$ cat config.mk
export PLATFORM = sky130hd
export DESIGN_NAME = hazard_ctrl
export DESIGN_NICKNAME = d
export VERILOG_FILES = /design/src/rtl/hazard_ctrl_pkg.sv /design/src/rtl/hazard_ctrl_fwd_sel_unit.sv /design/src/rtl/hazard_ctrl.sv
export SDC_FILE = /design/constraint.sdc
export NUM_CORES = 1
export LEC_CHECK = 0
export BUFFER_PORTS_ARGS = -buffer_cell sky130_fd_sc_hd__buf_2
export CAP_MARGIN = 25
export CORE_MARGIN = 10
export CORE_UTILIZATION = 38
export DETAILED_ROUTE_END_ITERATION = 7
export PLACE_DENSITY = 0.77
export SYNTH_ARGS = -nofsm -noshare
export SYNTH_HDL_FRONTEND = slang
export SYNTH_SLANG_ARGS = --single-unit
$ cat constraint.sdc
create_clock -name CLK -period 1.8 [get_ports CLK]
set_input_delay 0.27 -clock CLK [delete_from_list [all_inputs] [get_ports CLK]]
set_output_delay 0.27 -clock CLK [all_outputs]
set_load 0.01 [all_outputs]
$ cat src/rtl/hazard_ctrl_pkg.sv
// Shared definitions for the pipeline hazard controller: forwarding select codes,
// controller state encodings and register-address width.
package hazard_ctrl_pkg;

  localparam int REG_AW = 2;

  localparam logic [1:0] FWD_NONE = 2'b00;
  localparam logic [1:0] FWD_MEM  = 2'b01;
  localparam logic [1:0] FWD_WB   = 2'b10;

  typedef enum logic [1:0] {
    HZ_RUN   = 2'b00,
    HZ_FLUSH = 2'b01,
    HZ_WAIT  = 2'b10
  } hz_state_e;

  // True when a read source register is produced by a writing destination.
  function automatic logic reg_hit(input logic [REG_AW-1:0] rs, input logic rs_used,
                                   input logic [REG_AW-1:0] rd, input logic rd_write);
    return rs_used && rd_write && (rs == rd);
  endfunction

endpackage

$ cat src/rtl/hazard_ctrl_fwd_sel_unit.sv
// Operand forwarding select: the MEM stage result wins over the WB stage result
// when both write the same register.
module fwd_sel_unit
  import hazard_ctrl_pkg::*;
(
  input  logic [REG_AW-1:0] rs,
  input  logic [REG_AW-1:0] mem_rd,
  input  logic              mem_reg_write,
  input  logic [REG_AW-1:0] wb_rd,
  input  logic              wb_reg_write,
  output logic [1:0]        fwd
);

  // Priority compare of rs against the younger (MEM) then older (WB) producer.
  always_comb begin
    fwd = FWD_NONE;
    if (reg_hit(rs, 1'b1, mem_rd, mem_reg_write)) begin
      fwd = FWD_MEM;
    end else if (reg_hit(rs, 1'b1, wb_rd, wb_reg_write)) begin
      fwd = FWD_WB;
    end else begin
      fwd = FWD_NONE;
    end
  end

endmodule

$ cat src/rtl/hazard_ctrl.sv
// Pipeline hazard controller: forwarding, load-use stall, branch flush and dmem wait.
// Define HAZ_PERF_CNT_EN to build the saturating stall/flush performance counters.
module hazard_ctrl
  import hazard_ctrl_pkg::*;
#(
  parameter int FLUSH_CYCLES = 1,
  parameter int CNT_W        = 16
) (
  input  logic              CLK,
  input  logic              RST,
  input  logic [REG_AW-1:0] id_rs1,
  input  logic              id_rs1_used,
  input  logic [REG_AW-1:0] id_rs2,
  input  logic              id_rs2_used,
  input  logic [REG_AW-1:0] ex_rd,
  input  logic              ex_reg_write,
  input  logic              ex_mem_read,
  input  logic [REG_AW-1:0] mem_rd,
  input  logic              mem_reg_write,
  input  logic [REG_AW-1:0] wb_rd,
  input  logic              wb_reg_write,
  input  logic              br_taken,
  input  logic              dmem_busy,
  output logic              pc_en,
  output logic              ifid_en,
  output logic              ifid_flush,
  output logic              idex_en,
  output logic              idex_flush,
  output logic              exmem_en,
  output logic [1:0]        fwd_a,
  output logic [1:0]        fwd_b,
  output logic [CNT_W-1:0]  stall_cnt,
  output logic [CNT_W-1:0]  flush_cnt
);

  localparam logic [1:0] FLUSH_RELOAD = 2'(FLUSH_CYCLES - 1);
  localparam logic       MULTI_FLUSH  = (FLUSH_CYCLES > 1);

  hz_state_e   state_r, state_nx_s, saved_r, saved_nx_s, eff_state_s;
  logic [1:0]  cnt_r, cnt_nx_s;
  logic [1:0]  fwd_a_s, fwd_b_s;
  logic        load_use_s;

  fwd_sel_unit u_fwd_a (
    .rs(id_rs1), .mem_rd(mem_rd), .mem_reg_write(mem_reg_write),
    .wb_rd(wb_rd), .wb_reg_write(wb_reg_write), .fwd(fwd_a_s)
  );

  fwd_sel_unit u_fwd_b (
    .rs(id_rs2), .mem_rd(mem_rd), .mem_reg_write(mem_reg_write),
    .wb_rd(wb_rd), .wb_reg_write(wb_reg_write), .fwd(fwd_b_s)
  );

  assign fwd_a = RST ? FWD_NONE : fwd_a_s;
  assign fwd_b = RST ? FWD_NONE : fwd_b_s;

  assign load_use_s = ex_mem_read &&
                      (reg_hit(id_rs1, id_rs1_used, ex_rd, ex_reg_write) ||
                       reg_hit(id_rs2, id_rs2_used, ex_rd, ex_reg_write));

  // The cycle busy drops already behaves as the saved state, so no bubble is lost.
  assign eff_state_s = (state_r == HZ_WAIT) ? saved_r : state_r;

  // Pipeline controls and next-state decode, priority RST > busy > branch > load-use.
  always_comb begin
    pc_en      = 1'b1;
    ifid_en    = 1'b1;
    idex_en    = 1'b1;
    exmem_en   = 1'b1;
    ifid_flush = 1'b0;
    idex_flush = 1'b0;
    state_nx_s = state_r;
    saved_nx_s = saved_r;
    cnt_nx_s   = cnt_r;
    if (RST) begin
      pc_en      = 1'b0;
      ifid_en    = 1'b0;
      idex_en    = 1'b0;
      exmem_en   = 1'b0;
      ifid_flush = 1'b1;
      idex_flush = 1'b1;
      state_nx_s = HZ_RUN;
      saved_nx_s = HZ_RUN;
      cnt_nx_s   = 2'd0;
    end else if (dmem_busy) begin
      pc_en      = 1'b0;
      ifid_en    = 1'b0;
      idex_en    = 1'b0;
      exmem_en   = 1'b0;
      state_nx_s = HZ_WAIT;
      saved_nx_s = eff_state_s;
    end else if (br_taken) begin
      ifid_flush = 1'b1;
      idex_flush = 1'b1;
      cnt_nx_s   = FLUSH_RELOAD;
      state_nx_s = MULTI_FLUSH ? HZ_FLUSH : HZ_RUN;
    end else begin
      case (eff_state_s)
        HZ_FLUSH: begin
          ifid_flush = 1'b1;
          if (cnt_r == 2'd1) begin
            state_nx_s = HZ_RUN;
          end else begin
            state_nx_s = HZ_FLUSH;
            cnt_nx_s   = cnt_r - 2'd1;
          end
        end
        default: begin
          state_nx_s = HZ_RUN;
          if (load_use_s) begin
            pc_en      = 1'b0;
            ifid_en    = 1'b0;
            idex_flush = 1'b1;
          end else begin
            pc_en      = 1'b1;
          end
        end
      endcase
    end
  end

  // Controller state, saved return state and bubble counter.
  always_ff @(posedge CLK or posedge RST) begin
    if (RST) begin
      state_r <= HZ_RUN;
      saved_r <= HZ_RUN;
      cnt_r   <= 2'd0;
    end else begin
      state_r <= state_nx_s;
      saved_r <= saved_nx_s;
      cnt_r   <= cnt_nx_s;
    end
  end

`ifdef HAZ_PERF_CNT_EN
  logic [CNT_W-1:0] stall_cnt_r, flush_cnt_r;

  // Saturating counters: stalls are cycles with the PC held, flushes are IF/ID NOP loads.
  always_ff @(posedge CLK or posedge RST) begin
    if (RST) begin
      stall_cnt_r <= {CNT_W{1'b0}};
      flush_cnt_r <= {CNT_W{1'b0}};
    end else begin
      if (!pc_en && (stall_cnt_r != {CNT_W{1'b1}})) begin
        stall_cnt_r <= stall_cnt_r + {{(CNT_W-1){1'b0}}, 1'b1};
      end else begin
        stall_cnt_r <= stall_cnt_r;
      end
      if (ifid_flush && (flush_cnt_r != {CNT_W{1'b1}})) begin
        flush_cnt_r <= flush_cnt_r + {{(CNT_W-1){1'b0}}, 1'b1};
      end else begin
        flush_cnt_r <= flush_cnt_r;
      end
    end
  end

  assign stall_cnt = stall_cnt_r;
  assign flush_cnt = flush_cnt_r;
`else
  assign stall_cnt = {CNT_W{1'b0}};
  assign flush_cnt = {CNT_W{1'b0}};
`endif

endmodule
==> metrics.md <==
| Metric | Value |
|---|---|
| Clk Latency, worst-skew pair | 240 ps |
| Crit start category | flop |
| Fmax | 0.592 GHz |
| Total wire length | 1880 um |
| Yosys top cell area share | 0.343 |
| Synth warn | 0 |
| WL per Instance | 12.8 um |
| Final setup fails | 0 |
| TritonRoute pass-1 iters | 3 |
| Via count | 616 |
| Reg-to-reg startpoint | state_r[1]$_DFF_PP0_ |
| CTS Buffer Depth | 2 |
| Max cap viols | 0 |
| DRC | 0 |
| Switching fraction of total power | 0.351 |
| FF-to-FF End | cnt_r[0]$_DFFE_PP0P_ |
| CTS tree | yes |
| Worst EP required | 1530 ps |
| Vias per cell | 4.22 |
| Commonest cells post-synth | buf_4, xor2_1, nor2_1 |
| Yosys top cell by area | buf_4 |
| Largest net degree at the start of global routing | 8 |
| Rows | 15 |
| Mapped cell area | 744 sq um |
| First-pass GRT wire length | 3040 um |
| Critical Path Sink Type | output pin |
| Seq pwr share | 0.343 |
| Number of global-route vias before repair | 707 |
| Post-synthesis register bit count | 6 |
| Crit path max fanout | 4 |
| Worst-path clk slew | 50 ps |
| Static leakage | 0.470 nW |
| Crit share post-route | 0.938 |
| Setup TNS | 0 ps |
| Area of the core | 1780 sq um |
| Final min period | 1690 ps |
| Total Nets Final | 144 |
| Initial Util | 0.418 |
| Fin Clk Skew | 1.79 ps |
| Synth async-reset ratio | 1.00 |
| Pint | 0.260 mW |
| Post-place setup slack | about 210 ps |
| H-tree level count | 1 |
| CP Class | reg -> out |
| Hold Fails Final Rpt | 0 |
| Initial antenna violation count | 0 |
| Layout cells sized above 1 | 0.298 |
| Routed Antenna Nets | 0 |
| Post-synthesis sequential area ratio | 0.202 |
| GRT overflow | 0 |
| Top-count cell post-synth | buf_4 |
| Psw | 0.140 mW |
| Finished Layout Cells | around 150 |
| RePlAce Congestion | roughly 0.85 |
| Worst r2r path cells | 4 |
| Top Ports | 62 |
| VDD IR max | ~0.00019 V |
| Post-route core utilization | 0.465 |
| Arr. time, crit path | 1420 ps |
| Post-DP HPWL | around 1700 um |
| R2R setup slack | 440 ps |
| Num CTS Buffers | 3 |
| Synth unique cells | 24 |
| HP Class | in -> async |
| Post-synth EDFFs | 0 |
| Clock power frac | 0.311 |
| Die W | ~64 um |
| Syn_area_per_cell | 8.27 sq um |
| Dpl cells | approximately 140 |
| Ant diodes | 0 |
| PortBufs | 29 |
| Status | finished clean |
| Die Y | about 64 um |
| Clock root cell | clkbuf_4 |
| Clk sink count | 6 |
| Ys flop type | dfrtp_1 |
| Top area cells in the synthesized netlist | buf_4, dfrtp_1, xor2_1 |
| Slew Viols, Final | 0 |
| Area growth, synth to finish | 11.3% |
| Die area | a little over 4000 sq um |
| Post-CTS Setup Inserts | 0 |
| GRT Total Usage | 0.0866 |
| Power per cell area | ~480 nW/um^2 |
| Worst setup margin | 111 ps |
| DRT iter0 DRCs | 7 |
| Gate power share | 0.346 |
| Synth Instances | 90 |
| RSZ-0062 raised after global routing | false |
## worst max-delay path, cell delays in order, from the launching register on
cell and delay [ps]:
dfrtp_1 390, and4bb_1 300, nor2_1 90, a311oi_2 220, buf_2 170
## per-layer routing
metal | routed length, um | vias up | track usage
met5 | 0 | - | 0
met3 | 337 | 2 | 0.0801
li1 | - | 295 | -
met2 | 884 | 46 | 0.142
met1 | 632 | 273 | 0.0761
met4 | 21 | 0 | 0.0241
## power groups by stage
stage / clock [mW] / sequential, mW / combinational [mW]
6_report: 0.124 / 0.137 / 0.138
5_1_grt: 0.138 / 0.137 / 0.154
4_1_cts: 0.132 / 0.137 / 0.134
3_5_place_dp: 0 / 0.139 / 0.132
3_3_place_gp: 0 / 0.139 / 0.128
2_1_floorplan: 0 / 0.139 / 0.132
## per-stage QoR
step / hold slack (ps) / instance area [sq um] / total power, mW
detailed placement: 228 / 790 / 0.271
CTS: 149 / 822 / 0.403
global route: 205 / 828 / 0.429
finish: 171 / 828 / 0.400
global placement: 225 / 790 / 0.267
floorplan: 85.4 / 861 / 0.271
## sequential cells by signal, summed over array words and instances, names as in the netlist
signal,flops
cnt_r,2
saved_r,2
state_r,2
## worst max-delay path by stage
| stage | start | to | slack (ps) | cells after the start |
|---|---|---|---|---|
| finish | state_r[0]$_DFF_PP0_ | ifid_en | 110 | 4 |
| global route | state_r[0]$_DFF_PP0_ | ifid_en | 10 | 4 |
| CTS | state_r[0]$_DFF_PP0_ | ifid_en | 40 | 4 |
| detailed placement | id_rs2[0] | fwd_b[1] | 210 | 5 |
| global placement | id_rs1[1] | fwd_a[1] | 310 | 5 |
| floorplan | state_r[0]$_DFF_PP0_ | pc_en | 200 | 4 |
## logic make-up (layout without fill, tap and decap cells)
group                      after synthesis  count (layout)  synth area share
buffers and inverters                   37              37             0.358
AOI/OAI and AO/OA                       11              11             0.111
adders and majority gates                1               1            0.0168
DFF                                      6               6             0.202
xor gates and xnor gates                12              12             0.141
other                                    1              32           0.00504
muxes                                    1               1            0.0151
and+or+nand+nor                         21              21             0.151
## what timing repair did
item | CTS | global route
hold endpoints to repair | 1 | 0
endpoints found under the setup margin | 0 | 2
gates resized for setup | 0 | 1
hold buffers | 1 | 0
## area by class of cell
cell class | count | area [sq um]
multi-input cells | 78 | 450
repair buffers | 31 | 163
fillers | 186 | 955
clock buffers | 3 | 22.5
flip-flops and latches | 6 | 150
inverters | 3 | 11.3
well taps | 25 | 31.3
## placed cells by master, fill, tap and decap left out, types with 2 or more instances in the layout
| cell | count |
|---|---|
| nand2_1 | 3 |
| xor2_1 | 9 |
| nor2_1 | 7 |
| inv_1 | 3 |
| a2111oi_0 | 2 |
| conb_1 | 32 |
| buf_2 | 29 |
| dfrtp_1 | 6 |
| clkbuf_4 | 3 |
| nor2b_1 | 4 |
| nor3_1 | 3 |
| a21oi_1 | 3 |
| xnor2_1 | 3 |
Power figures use the tool's default switching activity.
